[src/rtl/mips_pkg.sv]
// Shared constants for the multi-cycle MIPS control path: opcodes,
// controller state codes, ALU operation codes and mux select codes.
package mips_pkg;

  localparam logic [5:0] OP_RTYPE = 6'b000000;
  localparam logic [5:0] OP_LW    = 6'b100011;
  localparam logic [5:0] OP_SW    = 6'b101011;
  localparam logic [5:0] OP_BEQ   = 6'b000100;
  localparam logic [5:0] OP_ADDI  = 6'b001001;
  localparam logic [5:0] OP_SLTI  = 6'b001010;
  localparam logic [5:0] OP_J     = 6'b000010;
  localparam logic [5:0] OP_JAL   = 6'b000011;
  localparam logic [5:0] OP_JR    = 6'b000110;

  typedef enum logic [3:0] {
    S_RESET   = 4'd0,
    S_FETCH   = 4'd1,
    S_DECODE  = 4'd2,
    S_MEM_ADR = 4'd3,
    S_MEM_RD  = 4'd4,
    S_MEM_WB  = 4'd5,
    S_MEM_WR  = 4'd6,
    S_R_EX    = 4'd7,
    S_R_WB    = 4'd8,
    S_ADDI_EX = 4'd9,
    S_SLTI_EX = 4'd10,
    S_I_WB    = 4'd11,
    S_BRANCH  = 4'd12,
    S_JUMP    = 4'd13,
    S_JAL     = 4'd14,
    S_JR      = 4'd15
  } state_e;

  localparam logic [1:0] ALUOP_ADD  = 2'b00;
  localparam logic [1:0] ALUOP_SUB  = 2'b01;
  localparam logic [1:0] ALUOP_FUNC = 2'b10;
  localparam logic [1:0] ALUOP_SLT  = 2'b11;

  localparam logic [1:0] PCSRC_ALU    = 2'b00;
  localparam logic [1:0] PCSRC_ALUOUT = 2'b01;
  localparam logic [1:0] PCSRC_JUMP   = 2'b10;
  localparam logic [1:0] PCSRC_REGA   = 2'b11;

  localparam logic [1:0] ALUB_B     = 2'b00;
  localparam logic [1:0] ALUB_FOUR  = 2'b01;
  localparam logic [1:0] ALUB_IMM   = 2'b10;
  localparam logic [1:0] ALUB_IMMSH = 2'b11;

endpackage

[src/rtl/multicycle_controller.sv]
// Moore-style control FSM for a shared-memory, single-ALU multi-cycle MIPS
// datapath (R-type, lw, sw, beq, addi, slti, j, jal, jr).
// Inputs : clk, rst_n (async, active low), opcode (IR[31:26]), zero (ALU
//          flag), mem_ready (memory finishes the current access this cycle).
// Outputs: datapath strobes/selects (pc_en, i_or_d, mem_read, mem_write,
//          ir_write, reg_dst, mem_to_reg, reg_write, link, alu_src_a,
//          alu_src_b, alu_op, pc_src), instr_done / illegal_op pulses and the
//          current state code for debug.
module multicycle_controller
  import mips_pkg::*;
(
  input  logic       clk,
  input  logic       rst_n,
  input  logic [5:0] opcode,
  input  logic       zero,
  input  logic       mem_ready,
  output logic       pc_en,
  output logic       i_or_d,
  output logic       mem_read,
  output logic       mem_write,
  output logic       ir_write,
  output logic       reg_dst,
  output logic       mem_to_reg,
  output logic       reg_write,
  output logic       link,
  output logic       alu_src_a,
  output logic [1:0] alu_src_b,
  output logic [1:0] alu_op,
  output logic [1:0] pc_src,
  output logic       instr_done,
  output logic       illegal_op,
  output logic [3:0] state
);

  state_e state_q, state_d;
  logic   pc_write, pc_write_cond;

  always_ff @(posedge clk or negedge rst_n) begin
    if (!rst_n) state_q <= S_RESET;
    else        state_q <= state_d;
  end

  // Next-state logic
  always_comb begin
    state_d = S_FETCH;
    unique case (state_q)
      S_RESET:   state_d = S_FETCH;
      S_FETCH:   state_d = mem_ready ? S_DECODE : S_FETCH;
      S_DECODE: begin
        case (opcode)
          OP_RTYPE:     state_d = S_R_EX;
          OP_LW, OP_SW: state_d = S_MEM_ADR;
          OP_ADDI:      state_d = S_ADDI_EX;
          OP_SLTI:      state_d = S_SLTI_EX;
          OP_BEQ:       state_d = S_BRANCH;
          OP_J:         state_d = S_JUMP;
          OP_JAL:       state_d = S_JAL;
          OP_JR:        state_d = S_JR;
          default:      state_d = S_FETCH;
        endcase
      end
      // IR is stable through the whole instruction, so the lw/sw split can
      // be taken here rather than carried from DECODE.
      S_MEM_ADR: state_d = (opcode == OP_LW) ? S_MEM_RD : S_MEM_WR;
      S_MEM_RD:  state_d = mem_ready ? S_MEM_WB : S_MEM_RD;
      S_MEM_WR:  state_d = mem_ready ? S_FETCH : S_MEM_WR;
      S_R_EX:    state_d = S_R_WB;
      S_ADDI_EX: state_d = S_I_WB;
      S_SLTI_EX: state_d = S_I_WB;
      default:   state_d = S_FETCH;
    endcase
  end

  // Output decode; only ir_write, pc_write and instr_done look at mem_ready.
  always_comb begin
    i_or_d        = 1'b0;
    mem_read      = 1'b0;
    mem_write     = 1'b0;
    ir_write      = 1'b0;
    reg_dst       = 1'b0;
    mem_to_reg    = 1'b0;
    reg_write     = 1'b0;
    link          = 1'b0;
    alu_src_a     = 1'b0;
    alu_src_b     = ALUB_B;
    alu_op        = ALUOP_ADD;
    pc_src        = PCSRC_ALU;
    instr_done    = 1'b0;
    illegal_op    = 1'b0;
    pc_write      = 1'b0;
    pc_write_cond = 1'b0;
    case (state_q)
      S_FETCH: begin
        mem_read  = 1'b1;
        alu_src_b = ALUB_FOUR;
        ir_write  = mem_ready;
        pc_write  = mem_ready;
      end
      S_DECODE: begin
        alu_src_b = ALUB_IMMSH;
        case (opcode)
          OP_RTYPE, OP_LW, OP_SW, OP_ADDI, OP_SLTI,
          OP_BEQ, OP_J, OP_JAL, OP_JR: ;
          default: begin
            illegal_op = 1'b1;
            instr_done = 1'b1;
          end
        endcase
      end
      S_MEM_ADR: begin
        alu_src_a = 1'b1;
        alu_src_b = ALUB_IMM;
      end
      S_MEM_RD: begin
        mem_read = 1'b1;
        i_or_d   = 1'b1;
      end
      S_MEM_WB: begin
        reg_write  = 1'b1;
        mem_to_reg = 1'b1;
        instr_done = 1'b1;
      end
      S_MEM_WR: begin
        mem_write  = 1'b1;
        i_or_d     = 1'b1;
        instr_done = mem_ready;
      end
      S_R_EX: begin
        alu_src_a = 1'b1;
        alu_op    = ALUOP_FUNC;
      end
      S_R_WB: begin
        reg_write  = 1'b1;
        reg_dst    = 1'b1;
        instr_done = 1'b1;
      end
      S_ADDI_EX: begin
        alu_src_a = 1'b1;
        alu_src_b = ALUB_IMM;
      end
      S_SLTI_EX: begin
        alu_src_a = 1'b1;
        alu_src_b = ALUB_IMM;
        alu_op    = ALUOP_SLT;
      end
      S_I_WB: begin
        reg_write  = 1'b1;
        instr_done = 1'b1;
      end
      S_BRANCH: begin
        alu_src_a     = 1'b1;
        alu_op        = ALUOP_SUB;
        pc_write_cond = 1'b1;
        pc_src        = PCSRC_ALUOUT;
        instr_done    = 1'b1;
      end
      S_JUMP: begin
        pc_write   = 1'b1;
        pc_src     = PCSRC_JUMP;
        instr_done = 1'b1;
      end
      S_JAL: begin
        pc_write   = 1'b1;
        pc_src     = PCSRC_JUMP;
        reg_write  = 1'b1;
        link       = 1'b1;
        instr_done = 1'b1;
      end
      S_JR: begin
        pc_write   = 1'b1;
        pc_src     = PCSRC_REGA;
        instr_done = 1'b1;
      end
      default: ;
    endcase
  end

  // zero only matters where pc_write_cond is raised, i.e. BRANCH.
  assign pc_en = pc_write | (pc_write_cond & zero);
  assign state = state_q;

endmodule

[config.mk]
export PLATFORM = sky130hd
export DESIGN_NAME = multicycle_controller
export DESIGN_NICKNAME = d
export VERILOG_FILES = /design/src/rtl/mips_pkg.sv /design/src/rtl/multicycle_controller.sv
export SDC_FILE = /design/constraint.sdc
export NUM_CORES = 1
export LEC_CHECK = 0
export CAP_MARGIN = 20
export CELL_PAD_IN_SITES_DETAIL_PLACEMENT = 1
export CELL_PAD_IN_SITES_GLOBAL_PLACEMENT = 1
export CORE_MARGIN = 1
export CORE_UTILIZATION = 25
export DETAILED_ROUTE_END_ITERATION = 6
export PLACE_DENSITY = 0.86
export SYNTH_ARGS = -nofsm -noshare
export SYNTH_HDL_FRONTEND = slang
export SYNTH_SLANG_ARGS = --single-unit
export TNS_END_PERCENT = 100
[constraint.sdc]
create_clock -name clk -period 2.2 [get_ports clk]
set_input_delay 0.66 -clock clk [delete_from_list [all_inputs] [get_ports clk]]
set_output_delay 0.66 -clock clk [all_outputs]
set_load 0.02 [all_outputs]
==> results of run 1 <==
## per-stage QoR
stage | instance area (um^2) | power [mW] | cells | util, %
after floorplan | 732 | 0.877 | 105 | -
after global placement | 1210 | 1.46 | 183 | 47.3
after detailed placement | 1210 | 1.50 | 183 | 47.3
after CTS | 1240 | 1.57 | 188 | 48.3
after global routing | 1220 | 1.69 | 188 | 47.5
final | 1220 | 1.56 | 188 | 47.5
## final cells by class
| type | count | area share [%] |
|---|---|---|
| Multi-Input combinational cell | 92 | 50.2 |
| Timing Repair Buffer | 59 | 36.7 |
| Sequential cell | 4 | 8.21 |
| Tap cell | 30 | 3.08 |
| Clock buffer | 3 | 1.85 |
## worst max-delay path: stages
cell	delay [ns]
buf_8	0.10
or4_4	0.54
nand2_2	0.08
a2111o_1	0.23
o21ai_4	0.07
buf_6	0.14
## repair_timing
action | CTS | global route
resized for setup | 89 | 18
hold buffers | 0 | 0
pin swaps | 4 | 3
setup buffers | 2 | 1
setup endpoints to repair | 18 | 12
## how the worst max path moves through the flow
stage	from	end	cells past startpoint
2_1_floorplan	opcode[3]	instr_done	5
3_3_place_gp	opcode[0]	instr_done	6
3_5_place_dp	opcode[1]	instr_done	7
4_1_cts	opcode[5]	instr_done	6
5_1_grt	opcode[5]	instr_done	6
6_report	opcode[5]	instr_done	6
## synthesized netlist by cell type (2+ instances only)
| library cell | n | area share (%) |
|---|---|---|
| nand2b_1 | 8 | 7.1 |
| buf_2 | 7 | 5.0 |
| o21ai_0 | 9 | 6.4 |
| xnor2_1 | 2 | 2.5 |
| o31a_1 | 2 | 2.5 |
| nand2_1 | 9 | 4.8 |
| o21ai_1 | 2 | 1.4 |
| nor3_1 | 3 | 2.1 |
| nor4_1 | 2 | 1.8 |
| and2_1 | 2 | 1.8 |
| xor2_1 | 2 | 2.5 |
| dfrtp_1 | 4 | 14 |
| nor3b_1 | 2 | 2.1 |
| nor2b_1 | 5 | 4.4 |
| a21oi_1 | 4 | 2.8 |
| mux2i_1 | 2 | 2.8 |
| nand3_1 | 2 | 1.4 |
| a21boi_0 | 2 | 2.1 |
| nor2_1 | 18 | 9.6 |
## routing by layer
metal,up-vias,part of all wire [%]
li1,478,-
met3,2,4.2
met1,461,42
met2,30,53
met5,-,0
met4,0,0.61
## cell families (layout without fill, tap and decap cells)
| group | Yosys count | after routing |
|---|---|---|
| multiplexers | 3 | 3 |
| flip-flops | 4 | 4 |
| AO/OA/AOI/OAI | 29 | 29 |
| buffers and inverters | 9 | 62 |
| XOR/XNOR | 4 | 4 |
| AND/OR/NAND/NOR | 56 | 56 |
## power breakdown
group          leakage (nW)  switching, mW  total [mW]  internal, mW
Combinational         0.498          0.730        1.33         0.600
Sequential           0.0490         0.0350       0.141         0.106
Clock                0.0138         0.0306      0.0916        0.0610
Total                 0.561          0.795        1.56         0.768
==> summary.md, run 1 <==
| Metric | Value |
|---|---|
| Status | `finished with violations` |
| Failing checks | `negative setup slack` |
| Reg-to-Reg Start | `state[0]$_DFF_PN0_` |
| H-Tree Depth | `1` |
| Die area | `0.00303 mm^2` |
| # diodes | `0` |
| Main synth FF type | `dfrtp_1` |
| Setup WS pre-CTS | `-1.08 ns` |
| Layout Skew | `0.00399 ns` |
| RSZ-0062 raised after global routing | `yes` |
| Maximum Capacitance Violations | `0` |
| Die height | `55.0 um` |
| Worst EP required | `1.54 ns` |
| Most used routing layer | `met2` |
| Site row count | `18` |
| Count of cell types in the netlist | `37` |
| CP arrival | `1.81 ns` |
| Period utilisation layout | `112%` |
| Area of the multi-input gates | `612 um^2` |
| Via density per instance | `5.16` |
| Setup ws final | `-0.266 ns` |
| Antenna violations before repair | `0` |
| CTS tree | `done` |
| Die width | `55.0 um` |
| CTS max path bufs | `2` |
| Simple-gate area share of the yosys netlist | `41.5%` |
| Register area share after synthesis | `14.2%` |
| Vias in the first global route | `991` |
| NumNets Final | `170` |
| GPL Wtd Cong | `0.823` |
| Overflow left after global routing | `0` |
| Crit end category | `output port` |
| Worst hold-check path type | `in -> async` |
| DRT antenna net count | `0` |
| Worst skew pair latency | `0.24 ns` |
| Synth Area in Compound Gates | `27.8%` |
| Share of cells above drive strength 1 | `41.1%` |
| Largest family of logic cells by synthesized area | `simple AND/OR/NAND/NOR gates` |
| TNS Setup | `-0.499 ns` |
| Crit Path Class | `in -> out` |
| Min Clock Period, post-route | `2.47 ns` |
| Vias | `971` |
| First-pass GRT wire length | `4400 um` |
| Area growth syn-to-layout | `73.5%` |
| Clock sink total | `4` |
| Starting Density | `27.4%` |
| R2R cell count | `6` |
| Number of flops mapped to enable cells by yosys | `0` |
| R2R Setup Slk | `0.61 ns` |
| Total CTS buffers | `3` |
| Final hold violations | `0` |
| Filler Cell Count | `347` |
| Leakage power | `0.561 nW` |
| Clock Pin Slew Worst Setup and Hold Paths | `0.04 ns` |
| Ys async rst share | `100%` |
| Synth Area per Inst | `6.70 um^2` |
| Slew headroom | `73.3%` |
| DR iter-0 viols | `8` |
| DP HPWL | `2120 um` |
| DRT Pass-1 Iters | `4` |
| Grt met1 use | `22.3%` |
| Mux contribution to synthesized area | `4.45%` |
| Adder-Cell Fraction of Synth Area | `0%` |
| WL final | `2800 um` |
| FF/Latch Area | `100 um^2` |
| Mapped cell area | `703 um^2` |
| Gate count of the mapped netlist | `105` |
| Worst Tran Pin Value | `0.390 ns` |
| Total track usage | `20.6%` |
| Commonest non-fill, non-tap cell in the layout | `buf_4` |
| Max reg flops | `4` |
| # setup viols final | `2` |
| Synth warnings | `0` |
| DRC | `0` |
| GR Layer Usage met3 | `1.91%` |
| #FFs+latches synth | `4` |
| Io pins | `32` |
| Worst setup SP type | `input pin` |
| Peak VDD IR | `0.541 mV` |
| Worst Hold Slack | `0.623 ns` |
| Port bufs | `31` |
| Largest net degree at the start of global routing | `24` |
| Fmax | `405 MHz` |
| Most frequent cells in the layout | `27 x buf_4, 15 x nor2_1, 14 x buf_2, 9 x o21ai_0, 8 x nand2_1` |
| M2 GR Usage | `39.6%` |
| RR Endpoint | `state[1]$_DFF_PN0_` |
| Area of the core | `0.00257 mm^2` |
| Syn_nets | `115` |
| Root Driver | `clkbuf_4` |
| Synth Area in XOR/XNOR | `4.98%` |
| Final Slew Violations | `0` |
| Drt wl/cell | `14.9 um` |
| Largest fanout on the critical path | `3` |
| Pwr/cell area | `1280 mW/mm^2` |
No activity file was read; power rests on OpenSTA's default activity.
==> run 2, diff against run 1 <==
--- a/config.mk
+++ b/config.mk
@@ -8,9 +8,9 @@
 export CAP_MARGIN = 20
 export CELL_PAD_IN_SITES_DETAIL_PLACEMENT = 1
 export CELL_PAD_IN_SITES_GLOBAL_PLACEMENT = 1
-export CORE_MARGIN = 1
 export CORE_UTILIZATION = 25
 export DETAILED_ROUTE_END_ITERATION = 6
+export GPL_TIMING_DRIVEN = 0
 export PLACE_DENSITY = 0.86
 export SYNTH_ARGS = -nofsm -noshare
 export SYNTH_HDL_FRONTEND = slang
==> run 2 against run 1 <==
- the flow still finishes with violations (negative setup slack)
- critical path depth is the same
- via count shrank 4.7%
- combinational power shrank 5%
- hold slack gained 0.0065 ns
- largest power group unchanged
==> summary.md, run 2 (synthesis results as in run 1) <==
| Metric | Value |
|---|---|
| Vias in the first global route | `905` |
| Failing checks | `negative setup slack` |
| Io pins | `32` |
| CTS tree | `done` |
| H-Tree Depth | `1` |
| R2R cell count | `4` |
| CP arrival | `1.81 ns` |
| Total CTS buffers | `3` |
| Design area | `0.00112 mm^2` |
| Filler Cell Count | `339` |
| Die height | `55.0 um` |
| Leakage power | `0.487 nW` |
| # diodes | `0` |
| Pwr/cell area | `1350 mW/mm^2` |
| Antenna violations before repair | `0` |
| Die area | `0.00303 mm^2` |
| Total track usage | `18.7%` |
| DRT Pass-1 Iters | `4` |
| Maximum Capacitance Violations | `0` |
| WL final | `2710 um` |
| Min Clock Period, post-route | `2.47 ns` |
| Commonest non-fill, non-tap cell in the layout | `nor2_1` |
| RSZ-0062 raised after global routing | `yes` |
| CTS max path bufs | `2` |
| Status | `finished with violations` |
| NumNets Final | `153` |
| Fmax | `404 MHz` |
| Final Slew Violations | `0` |
| Worst setup SP type | `input pin` |
| Root Driver | `clkbuf_4` |
| Area of the multi-input gates | `599 um^2` |
| Vias | `925` |
| Overall Power | `1.51 mW` |
| Area growth syn-to-layout | `58.7%` |
| Drt wl/cell | `15.8 um` |
| Layout Skew | `0.000686 ns` |
| Placed cell count | `164` |
| Via density per instance | `5.41` |
| Worst skew pair latency | `0.23 ns` |
| R2R Setup Slk | `0.68 ns` |
| Worst hold-check path type | `in -> async` |
| Worst EP required | `1.54 ns` |
| DRC | `0` |
| Overflow left after global routing | `0` |
| Port bufs | `29` |
| Share of cells above drive strength 1 | `34.0%` |
| DR iter-0 viols | `7` |
| Crit Path Class | `in -> out` |
| DRT antenna net count | `0` |
| Setup ws final | `-0.275 ns` |
| DP HPWL | `1910 um` |
| Crit end category | `output port` |
| Worst Tran Pin Value | `0.422 ns` |
| Area of the core | `0.00257 mm^2` |
| First-pass GRT wire length | `4060 um` |
| DP Area | `0.00106 mm^2` |
| Largest net degree at the start of global routing | `11` |
| Max reg flops | `4` |
| Final hold violations | `0` |
| Post-Route Utilization | `43.5%` |
| FF/Latch Area | `101 um^2` |
| Site row count | `18` |
| Setup WS pre-CTS | `-1.18 ns` |
| Largest fanout on the critical path | `4` |
| Peak VDD IR | `0.534 mV` |
| Clock sink total | `4` |
| Most frequent cells in the layout | `17 x nor2_1, 10 x buf_6, 8 x nand2_1, 8 x o21ai_0, 8 x buf_4` |
| Starting Density | `27.4%` |
| Period utilisation layout | `112%` |
| Die width | `55.0 um` |
| Clock Pin Slew Worst Setup and Hold Paths | `0.04 ns` |
| Fin cells | `171` |
| # setup viols final | `2` |
| GPL Wtd Cong | `0.838` |
| Slew headroom | `71.2%` |
-- run 2: cell types whose count changed in the layout (fill, tap and decap cells not counted), moves of 2 or more --
cell	delta
clkbuf_2	+3
buf_2	-8
buf_4	-19
buf_6	+7
nand2b_1	-2
nor2_1	+2
nor2b_2	+2
-- run 2: where the power goes --
part / switching (mW) / leakage (nW) / internal, mW / total [mW]
clock: 0.0280 / 0.0138 / 0.0609 / 0.0889
sequential: 0.0428 / 0.0476 / 0.107 / 0.150
combinational: 0.709 / 0.425 / 0.558 / 1.27
-- run 2: layer usage --
metal,global-route usage (%),part of all wire [%]
met1,20.8,42
met2,36.9,53
met3,1.09,4.8
met4,5.83,0
met5,0,0
-- run 2: worst paths after layout --
| path | from | end |
|---|---|---|
| setup / recovery | opcode[3] | instr_done |
| hold / removal | rst_n | state[1]$_DFF_PN0_ |
| max in group asynchronous | rst_n | state[2]$_DFF_PN0_ |
| hold reg to reg | state[0]$_DFF_PN0_ | state[3]$_DFF_PN0_ |
| min in group clk | state[0]$_DFF_PN0_ | state[3]$_DFF_PN0_ |
| setup reg to reg | state[0]$_DFF_PN0_ | state[1]$_DFF_PN0_ |
-- run 2: area by class of cell --
cell class	count	area share, %
multi-input cells	92	53.7
repair buffers	33	22.8
flip-flops and latches	4	9.08
plain buffers	9	9.08
well taps	30	3.36
clock buffers	3	2.02
-- run 2: worst max-delay path, stage by stage --
cell and delay (ns):
buf_8 0.10, or4_4 0.53, nand2_2 0.08, a2111o_1 0.23
o21ai_4 0.07, buf_6 0.14
-- run 2: timing repair --
item / CTS / global route
buffers inserted: 2 / 2
pin swaps: 6 / 1
gates cloned: 0 / 0
endpoints found under the setup margin: 18 / 15
resized for setup: 92 / 24
hold buffers: 0 / 0
-- run 2: per-stage QoR --
stage	TNS (ns)	hold WS (ns)
floorplan	-0.166	0.364
global placement	-5.71	0.789
detailed placement	-6.29	0.810
CTS	-0.519	0.630
global route	-0.574	0.636
finish	-0.515	0.630
==> run 3, diff against run 2 <==
--- a/config.mk
+++ b/config.mk
@@ -8,6 +8,7 @@
 export CAP_MARGIN = 20
 export CELL_PAD_IN_SITES_DETAIL_PLACEMENT = 1
 export CELL_PAD_IN_SITES_GLOBAL_PLACEMENT = 1
+export CORE_MARGIN = 2
 export CORE_UTILIZATION = 25
 export DETAILED_ROUTE_END_ITERATION = 6
 export GPL_TIMING_DRIVEN = 0
==> run 3 against run 2 <==
- the run still ends with negative setup slack left
- largest cell class unchanged
- count of clock-buffer cells in the layout did not move
- sequential share of layout area fell by 0.82 points
- setup slack improved by 0.0037 ns
- clock skew rose by 0.0036 ns
- core utilization rose by 1.8 points
- fmax rose by 0.15%
- routed wire length rose by 5.4%
- clock power barely moved
- cell count rose by 7.0%
==> summary.md, run 3 (synthesis results as in run 1) <==
| Metric | Value |
|---|---|
| Antenna violations before repair | `0` |
| Worst Hold Slack | `0.625 ns` |
| Total track usage | `15.7%` |
| Root Driver | `clkbuf_4` |
| Io pins | `32` |
| TNS Setup | `-0.518 ns` |
| Slowest CP cell | `a2111o_1` |
| Slew headroom | `64.3%` |
| Setup ws final | `-0.271 ns` |
| CTS max path bufs | `2` |
| Vias | `953` |
| Via density per instance | `5.21` |
| RSZ-0062 raised after global routing | `yes` |
| Crit-path leading delay family | `compound AO/OA/AOI/OAI gates` |
| Worst EP required | `1.54 ns` |
| DRT antenna net count | `0` |
| Reg-to-Reg Start | `state[1]$_DFF_PN0_` |
| Share of cells above drive strength 1 | `38.8%` |
| Failing checks | `negative setup slack` |
| Port bufs | `29` |
| Die height | `57.0 um` |
| Min Clock Period, post-route | `2.47 ns` |
| Fmax | `405 MHz` |
| NumNets Final | `164` |
| Overflow left after global routing | `0` |
| Site row count | `19` |
| DRT Pass-1 Iters | `4` |
| H-Tree Depth | `1` |
| Die area | `0.00325 mm^2` |
| CP cell instances | `dlygate4sd2_1 > nor2_1 > a2111o_1 > o21ai_4 > buf_6` |
| Post-Route Utilization | `45.3%` |
| Leakage power | `0.551 nW` |
| # diodes | `0` |
| Post-CTS Hold Buffers | `0` |
| Worst setup SP type | `input pin` |
| Crit Path Class | `in -> out` |
| Vias in the first global route | `899` |
| WL final | `2850 um` |
| Largest fanout on the critical path | `5` |
| CTS tree | `done` |
| Filler Cell Count | `364` |
| Overall Power | `1.63 mW` |
| Pwr/cell area | `1330 mW/mm^2` |
| Drt wl/cell | `15.6 um` |
| Most frequent cells in the layout | `17 x nor2_1, 14 x buf_4, 11 x buf_2, 9 x buf_6` |
| Status | `finished with violations` |
| R2R Setup Slk | `0.74 ns` |
| CP Depth | `5` |
| Clock Pin Slew Worst Setup and Hold Paths | `0.04 ns` |
| Layout Skew | `0.00428 ns` |
| Worst setup endpoint | `instr_done` |
| Maximum Capacitance Violations | `0` |
| Area growth syn-to-layout | `74.6%` |
| RR Endpoint | `state[3]$_DFF_PN0_` |
| First-pass GRT wire length | `4040 um` |
| Final hold violations | `0` |
| Clock sink total | `4` |
| Total CTS buffers | `3` |
| Max stage delay on crit path | `0.50 ns` |
| Final Slew Violations | `0` |
| Area of the core | `0.00271 mm^2` |
| # setup viols final | `2` |
| Period utilisation layout | `112%` |
| GPL Wtd Cong | `0.879` |
| Worst Tran Pin Value | `0.522 ns` |
| Largest net degree at the start of global routing | `11` |
| DP HPWL | `1870 um` |
| DRC | `0` |
| Crit end category | `output port` |
| Die width | `57.0 um` |
| DR iter-0 viols | `16` |
| R2R cell count | `5` |
| Max reg flops | `4` |
| CP bufs+invs | `2` |
| Peak VDD IR | `0.669 mV` |
| Worst skew pair latency | `0.23 ns` |
| Commonest non-fill, non-tap cell in the layout | `nor2_1` |
| CP Launch Point | `opcode[4]` |
| Worst hold-check path type | `in -> async` |
| CP arrival | `1.81 ns` |
| Starting Density | `25.9%` |
## run 3: cell types whose count changed in the layout (fill, tap and decap cells not counted), moves of 2 or more
cell | before | now
buf_4 | 8 | 14
nor2b_2 | 3 | 1
buf_8 | 1 | 3
clkdlybuf4s15_2 | 0 | 2
clkbuf_2 | 5 | 1
buf_2 | 6 | 11
## run 3: worst min path at each step
stage / from / endpoint / slack [ns]
6_report: rst_n / state[0]$_DFF_PN0_ / 0.63
5_1_grt: rst_n / state[3]$_DFF_PN0_ / 0.62
4_1_cts: rst_n / state[0]$_DFF_PN0_ / 0.62
3_5_place_dp: state[0]$_DFF_PN0_ / state[2]$_DFF_PN0_ / 0.82
3_3_place_gp: state[0]$_DFF_PN0_ / state[2]$_DFF_PN0_ / 0.77
2_1_floorplan: rst_n / state[0]$_DFF_PN0_ / 0.36
## run 3: layout make-up
cell class / instances / area [um^2] / share of cell area [%]
multi-input cells: 92 / 609 / 49.6
repair buffers: 44 / 347 / 28.2
plain buffers: 9 / 109 / 8.87
flip-flops and latches: 4 / 101 / 8.26
well taps: 31 / 38.8 / 3.16
clock buffers: 3 / 22.5 / 1.83
## run 3: layer usage
layer / vias up / share of wire (%) / wire length, um / global-route usage [%]
met3: 4 / 4.5 / 129 / 1.81
met2: 32 / 54 / 1540 / 29.6
met5: - / 0 / 0 / 0
met1: 444 / 39 / 1120 / 17.4
met4: 0 / 1.9 / 55 / 7.31
li1: 473 / - / - / -
## run 3: metrics by stage
stage,cells,setup WS [ns],area (um^2)
2_1_floorplan,105,-0.0963,732
3_3_place_gp,165,-1.14,1060
3_5_place_dp,165,-1.18,1060
4_1_cts,170,-0.265,1130
5_1_grt,183,-0.294,1230
6_report,183,-0.271,1230
## run 3: where the power goes
part / switching [mW] / internal, mW / total (mW)
Clock: 0.0281 / 0.0609 / 0.0890
Combinational: 0.741 / 0.643 / 1.38
Sequential: 0.0520 / 0.107 / 0.159
Total: 0.821 / 0.811 / 1.63
## run 3: what timing repair did
item / in CTS / in global routing
buffers inserted: 2 / 12
gates resized for setup: 99 / 20
endpoints found under the setup margin: 19 / 14
pin swaps: 5 / 3
gates cloned: 0 / 1
## run 3: worst register-to-register path: stages (launching register included)
cell,delay (ns)
dfrtp_1,0.41
buf_2,0.20
buf_4,0.13
mux2_2,0.32
a21oi_1,0.14
o31a_1,0.18
